--- src/rtl/sseg_mux_n_if.sv ---
// Signal bundle between a display client (master) and the seven-segment scanner (slave).
// The client drives the digit/enable inputs; the scanner drives the anode/segment pins and frame pulse.
interface sseg_mux_n_if #(
   parameter int NUM_DIGITS = 4
);
   logic                      en_i;
   logic [4*NUM_DIGITS-1:0]   digits_i;
   logic [NUM_DIGITS-1:0]     dp_i;
   logic [NUM_DIGITS-1:0]     blank_i;
   logic [NUM_DIGITS-1:0]     an_o;
   logic [6:0]                sseg_o;
   logic                      dp_o;
   logic                      frame_o;

   modport master (
      output en_i, digits_i, dp_i, blank_i,
      input  an_o, sseg_o, dp_o, frame_o
   );

   modport slave (
      input  en_i, digits_i, dp_i, blank_i,
      output an_o, sseg_o, dp_o, frame_o
   );
endinterface

--- src/rtl/sseg_mux_n.sv ---
// N-digit seven-segment scanner with hex decode, per-slot anode-off guard and per-frame snapshot.
// Optional: define LEADING_ZERO_BLANK_EN to darken leading zero digits (never digit 0).
module sseg_mux_n #(
   parameter int NUM_DIGITS   = 4,
   parameter int DWELL_CYCLES = 50000,
   parameter int BLANK_CYCLES = 500,
   parameter int ACTIVE_LOW   = 1
) (
   input  logic         clk_i,
   input  logic         rst_i,
   sseg_mux_n_if.slave  bus
);
   localparam int   CW  = $clog2(DWELL_CYCLES);
   localparam int   IW  = (NUM_DIGITS > 1) ? $clog2(NUM_DIGITS) : 1;
   localparam logic POL = (ACTIVE_LOW != 0);

   logic [CW-1:0]             r_cnt;
   logic [IW-1:0]             r_idx;
   logic [4*NUM_DIGITS-1:0]   r_snap_dig;
   logic [NUM_DIGITS-1:0]     r_snap_dp;
   logic [NUM_DIGITS-1:0]     r_snap_blank;
   logic [NUM_DIGITS-1:0]     r_an;
   logic [6:0]                r_sseg;
   logic                      r_dp;
   logic                      r_frame;

   logic                      w_last_cnt;
   logic                      w_last_idx;
   logic                      w_frame_start;
   logic                      w_lit;
   logic [3:0]                w_dig;
   logic [NUM_DIGITS-1:0]     w_lz_blank;

   function automatic logic [6:0] hex7(input logic [3:0] h);
      case (h)
         4'h0: hex7 = 7'h3F;
         4'h1: hex7 = 7'h06;
         4'h2: hex7 = 7'h5B;
         4'h3: hex7 = 7'h4F;
         4'h4: hex7 = 7'h66;
         4'h5: hex7 = 7'h6D;
         4'h6: hex7 = 7'h7D;
         4'h7: hex7 = 7'h07;
         4'h8: hex7 = 7'h7F;
         4'h9: hex7 = 7'h6F;
         4'hA: hex7 = 7'h77;
         4'hB: hex7 = 7'h7C;
         4'hC: hex7 = 7'h39;
         4'hD: hex7 = 7'h5E;
         4'hE: hex7 = 7'h79;
         default: hex7 = 7'h71;
      endcase
   endfunction

   assign w_last_cnt    = (r_cnt == CW'(DWELL_CYCLES - 1));
   assign w_last_idx    = (r_idx == IW'(NUM_DIGITS - 1));
   assign w_frame_start = (r_cnt == '0) && (r_idx == '0);
   assign w_dig         = r_snap_dig[{r_idx, 2'b00} +: 4];
   assign w_lit         = bus.en_i && (r_cnt >= CW'(BLANK_CYCLES)) && !r_snap_blank[r_idx];

`ifdef LEADING_ZERO_BLANK_EN
   logic w_zero_run;
   // Walk down from the most significant digit while digits stay zero; digit 0 always shows.
   always_comb begin
      w_lz_blank = '0;
      w_zero_run = 1'b1;
      for (int k = NUM_DIGITS - 1; k >= 1; k--) begin
         if (w_zero_run && (bus.digits_i[4*k +: 4] == 4'h0)) begin
            w_lz_blank[k] = 1'b1;
         end else begin
            w_zero_run = 1'b0;
         end
      end
   end
`else
   assign w_lz_blank = '0;
`endif

   always_ff @(posedge clk_i or posedge rst_i) begin
      if (rst_i) begin
         r_cnt        <= '0;
         r_idx        <= '0;
         r_snap_dig   <= '0;
         r_snap_dp    <= '0;
         r_snap_blank <= '0;
         r_an         <= {NUM_DIGITS{POL}};
         r_sseg       <= {7{POL}};
         r_dp         <= POL;
         r_frame      <= 1'b0;
      end else begin
         if (!bus.en_i) begin
            r_cnt <= '0;
            r_idx <= '0;
         end else if (w_last_cnt) begin
            r_cnt <= '0;
            r_idx <= w_last_idx ? '0 : r_idx + 1'b1;
         end else begin
            r_cnt <= r_cnt + 1'b1;
         end
         // Frame start lies inside the guard interval, so the swap is never visible mid-digit.
         if (bus.en_i && w_frame_start) begin
            r_snap_dig   <= bus.digits_i;
            r_snap_dp    <= bus.dp_i;
            r_snap_blank <= bus.blank_i | w_lz_blank;
         end
         r_frame <= bus.en_i && w_frame_start;
         r_an    <= (w_lit ? (NUM_DIGITS'(1) << r_idx) : '0) ^ {NUM_DIGITS{POL}};
         r_sseg  <= (w_lit ? hex7(w_dig) : 7'h00) ^ {7{POL}};
         r_dp    <= (w_lit & r_snap_dp[r_idx]) ^ POL;
      end
   end

   assign bus.an_o    = r_an;
   assign bus.sseg_o  = r_sseg;
   assign bus.dp_o    = r_dp;
   assign bus.frame_o = r_frame;
endmodule

--- src/flat_wrapper.sv ---
// flat-port wrapper written by rule: the top's interface ports become plain ports
module sseg_mux_n_flat 
#(
   parameter int NUM_DIGITS   = 4,
   parameter int DWELL_CYCLES = 50000,
   parameter int BLANK_CYCLES = 500,
   parameter int ACTIVE_LOW   = 1
)
  (clk_i, rst_i, bus_en_i, bus_digits_i, bus_dp_i, bus_blank_i, bus_an_o, bus_sseg_o, bus_dp_o, bus_frame_o);
  sseg_mux_n_if #(.NUM_DIGITS(NUM_DIGITS)) bus_i ();
  input  logic clk_i;
  input  logic rst_i;
  input wire logic [$bits(bus_i.en_i)-1:0] bus_en_i;
  input wire logic [$bits(bus_i.digits_i)-1:0] bus_digits_i;
  input wire logic [$bits(bus_i.dp_i)-1:0] bus_dp_i;
  input wire logic [$bits(bus_i.blank_i)-1:0] bus_blank_i;
  output wire logic [$bits(bus_i.an_o)-1:0] bus_an_o;
  output wire logic [$bits(bus_i.sseg_o)-1:0] bus_sseg_o;
  output wire logic [$bits(bus_i.dp_o)-1:0] bus_dp_o;
  output wire logic [$bits(bus_i.frame_o)-1:0] bus_frame_o;
  assign bus_i.en_i = bus_en_i;
  assign bus_i.digits_i = bus_digits_i;
  assign bus_i.dp_i = bus_dp_i;
  assign bus_i.blank_i = bus_blank_i;
  assign bus_an_o = bus_i.an_o;
  assign bus_sseg_o = bus_i.sseg_o;
  assign bus_dp_o = bus_i.dp_o;
  assign bus_frame_o = bus_i.frame_o;
  sseg_mux_n #(.NUM_DIGITS(NUM_DIGITS), .DWELL_CYCLES(DWELL_CYCLES), .BLANK_CYCLES(BLANK_CYCLES), .ACTIVE_LOW(ACTIVE_LOW)) u_core (.clk_i(clk_i), .rst_i(rst_i), .bus(bus_i));
endmodule
--- config.mk ---
export PLATFORM = sky130hd
export DESIGN_NAME = sseg_mux_n_flat
export DESIGN_NICKNAME = d
export VERILOG_FILES = /design/src/rtl/sseg_mux_n_if.sv /design/src/rtl/sseg_mux_n.sv /design/src/flat_wrapper.sv
export SDC_FILE = /design/constraint.sdc
export NUM_CORES = 1
export LEC_CHECK = 0
export ABC_AREA = 0
export CAP_MARGIN = 40
export CORE_MARGIN = 2
export CORE_UTILIZATION = 43
export DETAILED_ROUTE_END_ITERATION = 6
export PLACE_DENSITY = 0.72
export SYNTH_ARGS = -nofsm -noshare
export SYNTH_HDL_FRONTEND = slang
export SYNTH_SLANG_ARGS = --single-unit
--- constraint.sdc ---
create_clock -name clk_i -period 3.9 [get_ports clk_i]
set_input_delay 0.975 -clock clk_i [delete_from_list [all_inputs] [get_ports clk_i]]
set_output_delay 0.975 -clock clk_i [all_outputs]
set_load 0.02 [all_outputs]
## Yosys cells after proc, flatten, opt, wreduce, memory -nomap -nowiden

Memories as Yosys holds them, arrays and structs flattened.
Index checks and enable logic that the tools add are counted.

| word-level totals | value |
|---|---|
| flip-flop bits (word level) | 55 |
| bits in read-only memories | 112 |
| input port bits | 27 |
| output and inout port bits | 13 |
| word-level logic and storage cells | 41 |
| memories | 1 |

Memories:

| memory | depth | width | read ports | clocked after memory_dff | write ports | line | text |
|---|---|---|---|---|---|---|---|
| (no name shown) | 16 | 7 | 1 | 0 | 0 | sseg_mux_n.sv:35 | `case (h)` |

| cells by class | value |
|---|---|
| add/sub/neg operators | 2 |
| magnitude comparators | 2 |
| eq/ne operators | 3 |
| shift-type cells | 2 |
| mux-type cells | 11 |
| bitwise operators | 4 |
| reduce and logical (&&, ||, !) cells | 7 |

Operators with widths:

| kind | count |
|---|---|
| 16-bit 2-to-1 mux | 2 |
| 16-bit by 1-bit adder with 16-bit output (second input constant) | 1 |
| 16-bit equality test (second input constant) | 1 |
| 16-bit by 9-bit >= comparator with 1-bit output (second input constant) | 1 |
| 16-bit zero test | 1 |
| 16-bit by 5-bit variable part select with 4-bit output | 1 |
| 7-bit 2-to-1 mux | 1 |
| 7-bit inverter | 1 |
| 2-bit 2-to-1 mux | 3 |
| 1-bit binary-select mux with 2-bit select | 2 |
| 1-bit logical AND | 4 |
| 4-bit 2-to-1 mux | 1 |
| 4-bit inverter | 1 |
| 1-bit by 2-bit << shifter with 4-bit output (first input constant) | 1 |
| 2-bit by 3-bit less-than comparator with 1-bit output (second input constant) | 1 |
| 2-bit by 1-bit adder with 2-bit output (second input constant) | 1 |
| 2-bit equality test (second input constant) | 1 |
| 2-bit zero test | 1 |
| 1-bit 2-to-1 mux | 2 |
| 2-bit by 1-bit inequality test with 1-bit output (second input constant) | 1 |
| 1-bit AND | 1 |
| 1-bit zero test | 1 |
| 1-bit inverter | 1 |

## Depth between registers and ports, before layout

| logic depth | value |
|---|---|
| word-level depth | 6 |
| mapped depth | 8 |
| gate-level depth less buffers | 6 |

## Worst setup path before layout

OpenSTA, ideal clock, no wires.

| timing | value |
|---|---|
| kind | reg-to-reg |
| start point | reg u_core.r_idx[1] |
| end point | reg u_core.r_snap_blank[0] |
| library setup time | 125 ps |
| data arrival time | 2343 ps |
| data required time | 3775 ps |
| path slack | 1433 ps |
| cell stages (with the launch flop) | 9 |
| path buffers | 3 |
| period minus slack after synthesis | 2467 ps |
| path through | dfrtp_1 clkbuf_1 clkbuf_1 inv_1 ha_1 and4_1 nand3_1 clkbuf_1 mux2_2 |

| on the way | value |
|---|---|
| longest elaborated chain between the ends | 3 |

RTL lines:

| item | line | text |
|---|---|---|
| start, declared | sseg_mux_n.sv:18 | `logic [IW-1:0] r_idx;` |
| start signal, assigned | sseg_mux_n.sv:96 | `r_idx <= w_last_idx ? '0 : r_idx + 1'b1;` |
| 2-bit zero test | sseg_mux_n.sv:57 | `assign w_frame_start = (r_cnt == '0) && (r_idx == '0);` |
| 1-bit logical AND | sseg_mux_n.sv:57 |  |
| 1-bit logical AND | sseg_mux_n.sv:101 | `if (bus.en_i && w_frame_start) begin` |
| end signal, assigned | sseg_mux_n.sv:104 | `r_snap_blank <= bus.blank_i \| w_lz_blank;` |
| end, declared | sseg_mux_n.sv:21 | `logic [NUM_DIGITS-1:0] r_snap_blank;` |

Every way passes these cells.
A chain may end at the register's enable or synchronous reset.

## Final worst setup path

| timing | value |
|---|---|
| start point | reg u_core.r_idx[0] |
| end point | reg u_core.r_sseg[0], in the netlist u_core.bus.sseg_o[0] |

| on the way | value |
|---|---|
| longest elaborated chain between the ends | 6 |
| elaborated cells between the ends (all ways) | 8 |
| those cells by class | shift: 1; mux: 3; bitwise: 1; reduce/logical: 2; memory: 1 |

RTL lines:

| item | line | text |
|---|---|---|
| branches (longest 4 deep; another with memory read 16 x 7 bit) | -- |  |
| 7-bit 2-to-1 mux (*) | sseg_mux_n.sv:108 | `r_sseg <= (w_lit ? hex7(w_dig) : 7'h00) ^ {7{POL}};` |
| 7-bit inverter (no line) (*) | -- |  |
| end signal, assigned | sseg_mux_n.sv:87 | `r_sseg <= {7{POL}};` |
| end signal, assigned | sseg_mux_n.sv:108 |  |
| end, declared | sseg_mux_n.sv:23 | `logic [6:0] r_sseg;` |

Every way passes the cells marked *. The select of a mux whose other input is x is not followed.

==> run_results.csv <==
group,metric,value,unit
timing,worst_pin_slew,673,ps
setup_path,cp-start-kind,"flop",
synthesis,synthTopCellsByArea,"dfrtp_1 (39%), dfstp_2 (11%), mux2_2 (11%), ha_1 (5.4%), mux4_2 (4.1%)",
setup_path,r2r_cells,6,
global_routing,grt_pass1_wl,8.60,mm
floorplanning,die_w,84.4,um
detailed_routing,drtIter0Drc,109,
run_status,status,"finished clean",
synthesis,seq_area_frac_synth,50.1,%
cells_and_area,fin_util,53.4,%
clocking,htree_levels,2,
clocking,cts_tree,"done",
power,p_clk_share,25.7,%
cells_and_area,diodes,0,
timing,fin_ws,1440,ps
synthesis,synth_seq_cells,55,
global_routing,antenna_found_initial,0,
synthesis,synthArstFlopShare,100,%
cells_and_area,multiInputGateArea,1300,um2
setup_path,cp.arrival,2680,ps
detailed_routing,post_drt_wl_per_cell,14.0,um
timing,slew_headroom,55.1,%
clocking,postCtsSetupBuffers,0,
setup_path,worstReg2RegStart,"u_core.r_idx[0]",
cells_and_area,syn2layout_area_growth,21.3,%
hold_path,hp-start,"u_core.r_snap_dig[13]",
timing,post-route-period-util,63.0,%
detailed_routing,drt_first_pass_iters,4,
setup_path,endpoint_kind,"flop",
global_routing,track_usage,15.1,%
timing,finalMaxSlewViolations,0,
timing,rsz0062_at_grt,"no",
cells_and_area,nFillCells,563,
clocking,cts_resized,0,
detailed_routing,drc,0,
floorplanning,rows,29,
floorplanning,pin_count,40,
cells_and_area,drive_gt1_share,22.1,%
setup_path,cp_slowest_cell,"dfrtp_1",
power,p_switching,370,uW
timing,holdWs,513,ps
power,p_leak,1.35,nW
timing,timing.setup.tns,0,ps
power,pwr-share-comb,22.2,%
setup_path,reg2reg_setup_slack,1440,ps
synthesis,synth.most_common_cell,"dfrtp_1",
cells_and_area,seq_area,1390,um2
power,p_int,927,uW
detailed_routing,routed-via-count,1894,
hold_path,min_to,"u_core.r_snap_dig[13]",
detailed_routing,drt-vias-per-instance,5.29,
cells_and_area,fin_cells,358,
place,place_ws,1380,ps
place,dpl_cell_area,3280,um2
clocking,numCtsBuffers,5,
detailed_routing,antenna_left,0,
synthesis,ys.warnings.count,0,
synthesis,synth-edff-count,0,
place,dp_hpwl,3.67,mm
timing,fin_worst_skew,11.4,ps
global_routing,overflow,0,
hold_path,hp-class,"flop to flop",
clocking,cts_root_buffer,"clkbuf_8",
power,ir_drop,0.000237,V
place,numPlacedInstances,350,
synthesis,yosysTopAreaCell,"dfrtp_1",
clocking,cts.hold.buffers_added,0,
synthesis,synth-main-ff-cell,"dfrtp_1",
clocking,clk_path_buf_depth,2,
synthesis,synth_common_cells,"dfrtp_1 (43), mux2_2 (28), nor2_1 (23), nand2_1 (14)",
floorplanning,dieArea,7120,um2
setup_path,slowest_delay,710,ps
synthesis,synth_nets,277,
synthesis,yosysTopAreaCellShare,38.7,%
power,netSwitchingFraction,28.5,%
timing,hold_viol,0,
clocking,clk_pin_slew,110,ps
cells_and_area,stdcell_area,3370,um2
power,finalPower,1.30,mW
setup_path,cp_max_fo,12,
power,power_frac_seq,52.1,%
setup_path,worstPathCellList,"mux4_2 > inv_1 > ha_1 > nor2_1 > a32o_1 > o31ai_1",
setup_path,reg2reg_to,"u_core.bus.sseg_o[0]",
floorplanning,core_area,6310,um2
floorplanning,die_h,84.4,um
power,powerDensity,384,nW/um2
place,port-buffer-count,39,
global_routing,grt_pass1_vias,1844,
clocking,clock_sinks,55,
timing,timing.fmax,407,MHz
timing,final-setup-viol-count,0,
cells_and_area,nets,319,
floorplanning,initial_core_util,44.0,%
timing,period_minus_slack,2460,ps
synthesis,yosysUniqueCellTypes,36,
setup_path,path_class,"flop to flop",
detailed_routing,drt-total-wl,5.00,mm
hold_path,hold_depth,1,
synthesis,synth.avg_cell_area,11.7,um2
job,cap_violations,0,
synthesis,syn_area,2780,um2
setup_path,required,4120,ps
clocking,clock_latency,320,ps
global_routing,grt_max_degree,37,
synthesis,syn_inst,238,
place,globalplace.congestion,0.859,
[worst max-delay path by stage]
stage | start | endpoint | slack (ps) | cells past startpoint
after detailed placement | bus_en_i | u_core.r_snap_dig[0] | 1380 | 5
after global placement | bus_en_i | u_core.r_snap_dig[0] | 1400 | 5
after floorplan | u_core.r_idx[1] | u_core.r_snap_blank[0] | 1430 | 8
final | u_core.r_idx[0] | u_core.bus.sseg_o[0] | 1440 | 6
after CTS | u_core.r_idx[0] | u_core.bus.sseg_o[0] | 1390 | 6
after global routing | u_core.r_idx[0] | u_core.bus.sseg_o[0] | 1230 | 6
[power by group through the flow]
stage | sequential, mW | clock [mW] | combinational [mW]
2_1_floorplan | 0.672 | 0 | 0.216
3_3_place_gp | 0.682 | 0 | 0.276
3_5_place_dp | 0.687 | 0 | 0.288
4_1_cts | 0.675 | 0.348 | 0.290
5_1_grt | 0.685 | 0.375 | 0.321
6_report | 0.675 | 0.333 | 0.288
[area by class of cell]
cell class              instances  area share, %
clock inverters                 3          0.779
inverters                      12           1.34
clock buffers                   5           2.04
flip-flops and latches         55           41.3
repair buffers                 44           13.1
multi-input cells             162           38.7
well taps                      77           2.86
[worst max-delay path, delay by kind of cell (launching register included)]
kind | cells | cell delay, ps
compound gates | 2 | 520
fa+ha+maj | 1 | 270
buf+inv | 1 | 130
flops | 1 | 710
mux | 1 | 670
simple gates | 1 | 60
[flip-flops by register name, indices dropped and copies added, names as in the netlist]
name and count:
u_core.bus.an_o 4, u_core.r_snap_dp 4, u_core.r_snap_blank 4, u_core.bus.sseg_o 7
u_core.bus.frame_o 1, u_core.r_snap_dig 16, u_core.r_idx 2, u_core.r_cnt 16
u_core.bus.dp_o 1
[placed cells by master (no fill, tap or decap), types with 2 or more instances in the layout]
cell,count
inv_1,11
nor3_1,7
mux4_2,5
clkdlybuf4s50_1,39
or3_1,2
mux2i_1,11
o31ai_1,2
xor2_1,3
xnor2_1,11
nor2_1,23
dfrtp_1,43
o21ai_0,3
ha_1,12
nand2_1,14
nand4_1,3
nor4_1,4
dfstp_2,12
nand3_1,9
buf_4,4
inv_6,3
a21oi_1,3
o221ai_1,2
clkbuf_8,5
o211ai_1,4
mux2_2,28
or4_1,4
o21a_1,2
[cells by family (layout without fill, tap and decap cells)]
logic type	Yosys count	in the layout	synth area share, %
compound gates	20	20	5.04
simple gates	72	72	12.7
buf+inv	21	64	3.02
mux	44	44	19.4
flops	55	55	50.1
fa+ha+maj	12	12	5.40
xor+xnor	14	14	4.41
[per-layer routing]
layer / routed length (um) / vias up / global-route usage, %
met5: 0 / - / 0
met2: 2280 / 47 / 23.7
li1: - / 928 / -
met3: 237 / 10 / 3.64
met4: 95 / 0 / 5.77
met1: 2390 / 909 / 20.3
Power figures use the tool's default switching activity.
==> RTL change 1: new RTL, same flow settings <==
Reset style: synchronous (`rst_i`), changed in one clocked block.
--- a/src/rtl/sseg_mux_n.sv
+++ b/src/rtl/sseg_mux_n.sv
@@ -78,3 +78,3 @@
 
-   always_ff @(posedge clk_i or posedge rst_i) begin
+   always_ff @(posedge clk_i) begin
       if (rst_i) begin
Behaviour: differs if rst_i is asserted again (counterexample within 4 cycles, from zero or initial values and one cycle with rst_i high); with rst_i held inactive, the same outputs for 10 cycles.
==> RTL change 1 against the original RTL <==
- worst setup slack lost 62 ps
- non-clock buffer count fell by 1
- register-to-register slack worse by 30 ps
- routed wire length rose by 8.9%
- fmax fell by 2.5%
- via count is 14% higher
- area after synthesis shrank 7.6%
- critical path type is now primary input to register
- cell count up 10%
- sequential cell count did not move
- synthesized cell count up 22%
- global-route usage grew 2.3 points
- design area is 7.6% lower
Power is not compared: it rests on default switching activity, and its combinational part moved more than twofold at a synthesized area within 25%.
==> RTL change 1: results (changes against the original RTL) <==
| Stage | Item | Reported | Delta |
|:---|:---|:---|:---|
| drt | Starting DRC count in detailed routing | 157 | was 109 |
| worst setup path | Largest fanout on the critical path | 24 | was 12 |
| drt | Vias/cell | 5.48 | was 5.29 |
| sta | Actual transition at the worst max-transition pin | 932 ps | was 673 ps |
| yosys | Post-synthesis async set-or-reset flop share | 0% | was 100% |
| worst setup path | Cell with the largest stage delay on the worst path | sky130_fd_sc_hd__and3b_1 | was sky130_fd_sc_hd__dfrtp_1 |
| worst hold path | Worst hold path cell count | 2 | was 1 |
| yosys | Compound-gate portion of the synthesized area | 15.1% | was 5.04% |
| placement | Placed cell count | 387 | was 350 |
| global routing | Largest net degree at the start of global routing | 28 | was 37 |
| yosys | List of most frequent post-synthesis cells | 55 x sky130_fd_sc_hd__dfxtp_1, 31 x sky130_fd_sc_hd__nand3_1, 29 x sky130_fd_sc_hd__a21oi_1 | was 43 x sky130_fd_sc_hd__dfrtp_1, 28 x sky130_fd_sc_hd__mux2_2, 23 x sky130_fd_sc_hd__nor2_1 |
| cells and area | Number of nets in the final layout | 358 | was 319 |
| placement | GPL Wtd Cong | 0.853 | was 0.859 |
| yosys | Fraction of post-synthesis cell area in the top cell type by area | 42.9% | was 38.7% |
| outcome | Result of the run | finished, final reports clean | unchanged |
| yosys | Xor/xnor share of the synthesized area | 5.46% | was 4.41% |
| placement | Final HPWL from detailed placement | 3760 microns | was 3670 microns |
| global routing | Combined global-route utilization of all metal layers | 17.3% | was 15.1% |
| yosys | Fraction of the yosys area taken by sequential cells | 42.9% | was 50.1% |
| worst setup path | Crit path launch type | primary input | was register |
| drt | Routed len/inst | 13.8 microns | was 14.0 microns |
| yosys | Avg Synthesized Cell Area | 8.85 sq um | was 11.7 sq um |
| yosys | Adder and majority cell fraction of the synthesized area | 5.85% | was 5.40% |
| worst setup path | Beginning of the worst register-to-register path | u_core.r_cnt[13] | was u_core.r_idx[0] |
| worst setup path | Setup slack, reg-to-reg | 1410 ps | was 1440 ps |
| worst setup path | Worst setup startpoint | bus_en_i | was u_core.r_idx[0] |
| cells and area | Fill cell instance count of the final layout | 535 | was 563 |
| global routing | Via count of the first global-routing pass | 1,937 | was 1,844 |
| clock network | Register clock-pin slew on the reported worst setup and hold paths | 90 ps | was 110 ps |
-- RTL change 1: logic make-up (layout without fill, tap and decap cells) --
group                      after synthesis  count (layout)
AOI/OAI and AO/OA                       70              70
xor gates and xnor gates                16              16
muxes                                    8               8
adders and majority gates               12              12
and+or+nand+nor                         95              95
DFF                                     55              55
buffers and inverters                   34              64
-- RTL change 1: power breakdown --
| part | switching, mW | total [mW] | leakage, nW | internal [mW] |
|---|---|---|---|---|
| combinational | 0.0517 | 0.108 | 0.560 | 0.0566 |
| sequential | 0.0103 | 0.588 | 0.448 | 0.578 |
| clock | 0.183 | 0.391 | 0.0612 | 0.208 |
| total | 0.245 | 1.09 | 1.07 | 0.843 |
-- RTL change 1: critical path, delay by kind of cell --
family                 cells  cell delay [ps]
AO/OA/AOI/OAI              1              170
buffers and inverters      1              510
AND/OR/NAND/NOR            3             1100
-- RTL change 1: cell type report --
| cell class | count | area (sq um) | area share, % |
|---|---|---|---|
| repair buffers | 43 | 420 | 13.5 |
| clock buffers | 6 | 82.6 | 2.65 |
| inverters | 13 | 48.8 | 1.57 |
| multi-input cells | 201 | 1340 | 42.8 |
| well taps | 75 | 93.8 | 3.01 |
| clock inverters | 2 | 35.0 | 1.12 |
| flip-flops and latches | 55 | 1100 | 35.3 |
-- RTL change 1: how the worst min path moves through the flow --
stage / endpoint / slack (ps) / start
CTS: u_core.r_snap_dig[4] / 480 / u_core.r_snap_dig[4]
global route: u_core.r_snap_dig[0] / 520 / u_core.r_snap_dig[0]
finish: u_core.r_snap_dig[4] / 480 / u_core.r_snap_dig[4]
floorplan: u_core.r_cnt[0] / 440 / u_core.r_cnt[0]
detailed placement: u_core.r_snap_dig[4] / 470 / u_core.r_snap_dig[4]
global placement: u_core.r_snap_blank[0] / 450 / u_core.r_snap_blank[0]
-- RTL change 1: metal layers --
metal | routed length, microns | GRT usage [%] | share of wire, %
met4 | 99 | 6.44 | 1.8
met5 | 0 | 0 | 0
met1 | 2620 | 23.8 | 48
met3 | 240 | 3.67 | 4.4
met2 | 2480 | 26.8 | 46
-- RTL change 1: per-stage QoR --
| stage | setup WS, ps | cell area [sq um] |
|---|---|---|
| 2_1_floorplan | 1830 | 2570 |
| 3_3_place_gp | 1140 | 3000 |
| 3_5_place_dp | 1090 | 3000 |
| 4_1_cts | 1420 | 3120 |
| 5_1_grt | 1250 | 3120 |
| 6_report | 1380 | 3120 |
==> RTL change 2: new RTL, same flow settings <==
Without the edit above. The option `LEADING_ZERO_BLANK_EN` is turned on by a define.
--- a/src/rtl/sseg_mux_n.sv
+++ b/src/rtl/sseg_mux_n.sv
@@ -2,2 +2,4 @@
 // Optional: define LEADING_ZERO_BLANK_EN to darken leading zero digits (never digit 0).
+`define LEADING_ZERO_BLANK_EN
+
 module sseg_mux_n #(
Check against the original RTL: no difference found for any inputs over 10 cycles, from zero or initial values and one cycle with rst_i high; that may be too few to reach the edited logic, so the function may still have changed.
==> RTL change 2 against the original RTL <==
- first-iteration DRC count shrank 68%
- sequential cell count unchanged
- routed wire length up 1.1%
- combinational power fell by 5%
- highest routed layer unchanged
- total power grew 2.7%
- worst setup slack worse by 350 ps
- fmax fell by 13%
- area after synthesis hardly changed
- worst hold slack lost 2.5 ps
- clock skew shrank 3.8 ps
- via count increased by 1.8%
- design area barely moved
==> RTL change 2: results (changes against the original RTL) <==
| Stage | Item | Reported | Delta |
|:---|:---|:---|:---|
| placement | Placed cell count | 352 | was 350 |
| global routing | Global-route track usage on met3 | 2.36% | was 3.64% |
| cells and area | Invs w/o clock | 16 | was 12 |
| yosys | Xor/xnor share of the synthesized area | 5.67% | was 4.41% |
| power | Leakage | 1.38 nW | was 1.35 nW |
| outcome | Result of the run | finished, final reports clean | unchanged |
| placement | GPL Wtd Cong | 0.817 | was 0.859 |
| cells and area | Final core utilization | 53.4% | about the same |
| power | Share of total power in combinational logic | 20.5% | was 22.2% |
| worst setup path | Largest fanout on the critical path | 24 | was 12 |
| drt | Starting DRC count in detailed routing | 35 | was 109 |
| worst setup path | Kind of cell adding the most delay to the critical path | buffers and inverters | was flip-flops |
| placement | Setup slack at placement | 773 ps | was 1380 ps |
| drt | Vias/cell | 5.36 | was 5.29 |
| drt | Routed len/inst | 14.0 microns | about the same |
| worst setup path | Cell with the largest stage delay on the worst path | sky130_fd_sc_hd__clkdlybuf4s50_1 | was sky130_fd_sc_hd__dfrtp_1 |
| worst setup path | Critical Path Max Stage Delay | 580 ps | was 710 ps |
| cells and area | Non-clk buf share | 12.8% | was 13.1% |
| sta | Clock skew | 7.58 ps | was 11.4 ps |
| yosys | Synth Net Count | 279 | was 277 |
| power | Switching power as a share of total power | 26.7% | was 28.5% |
| sta | Actual transition at the worst max-transition pin | 579 ps | was 673 ps |
| cells and area | Fraction of final layout cells with drive strength greater than 1 | 19.8% | was 22.1% |
| cells and area | Share of cell area taken by flip-flops and latches | 41.2% | was 41.3% |
| cells and area | Clock buffer and inverter area fraction after layout | 3.34% | was 2.82% |
| yosys | Dominant cells by area after synthesis | sky130_fd_sc_hd__dfrtp_1 39%, sky130_fd_sc_hd__dfstp_2 11%, sky130_fd_sc_hd__mux2_2 9.3% | was sky130_fd_sc_hd__dfrtp_1 39%, sky130_fd_sc_hd__dfstp_2 11%, sky130_fd_sc_hd__mux2_2 11% |
| global routing | Combined global-route utilization of all metal layers | 15.7% | was 15.1% |
| cells and area | Area of the multi-input gates | 1280 sq um | was 1300 sq um |
| yosys | Adder and majority cell fraction of the synthesized area | 5.40% | about the same |
| power | Max IR drop VDD | 0.000181 V | was 0.000237 V |
| cells and area | Multi-input logic cell count | 161 | was 162 |
| drt | Detailed-routing wirelength on met1 | 2350 microns | was 2390 microns |
| global routing | Via count of the first global-routing pass | 1,940 | was 1,844 |
| cells and area | Number of ordinary and repair buffers in the finished layout | 43 | was 44 |
## RTL change 2: worst paths after layout
path | startpoint | slack [ps] | to | depth (start not counted)
max | bus_en_i | 1090 | u_core.r_snap_dig[7] | 6
min | u_core.r_cnt[0] | 510 | u_core.r_cnt[0] | 1
max reg2reg | u_core.r_idx[0] | 1340 | u_core.r_snap_dig[7] | 7
min reg2reg | u_core.r_cnt[0] | 510 | u_core.r_cnt[0] | 1
max in group asynchronous | rst_i | 2180 | u_core.bus.an_o[0] | 4
min in group asynchronous | rst_i | 950 | u_core.r_cnt[12] | 2
## RTL change 2: power by group through the flow
| stage | clock (mW) | combinational, mW | sequential (mW) |
|---|---|---|---|
| 2_1_floorplan | 0 | 0.208 | 0.675 |
| 3_3_place_gp | 0 | 0.265 | 0.686 |
| 3_5_place_dp | 0 | 0.276 | 0.690 |
| 4_1_cts | 0.393 | 0.277 | 0.679 |
| 5_1_grt | 0.415 | 0.308 | 0.688 |
| 6_report | 0.381 | 0.273 | 0.678 |
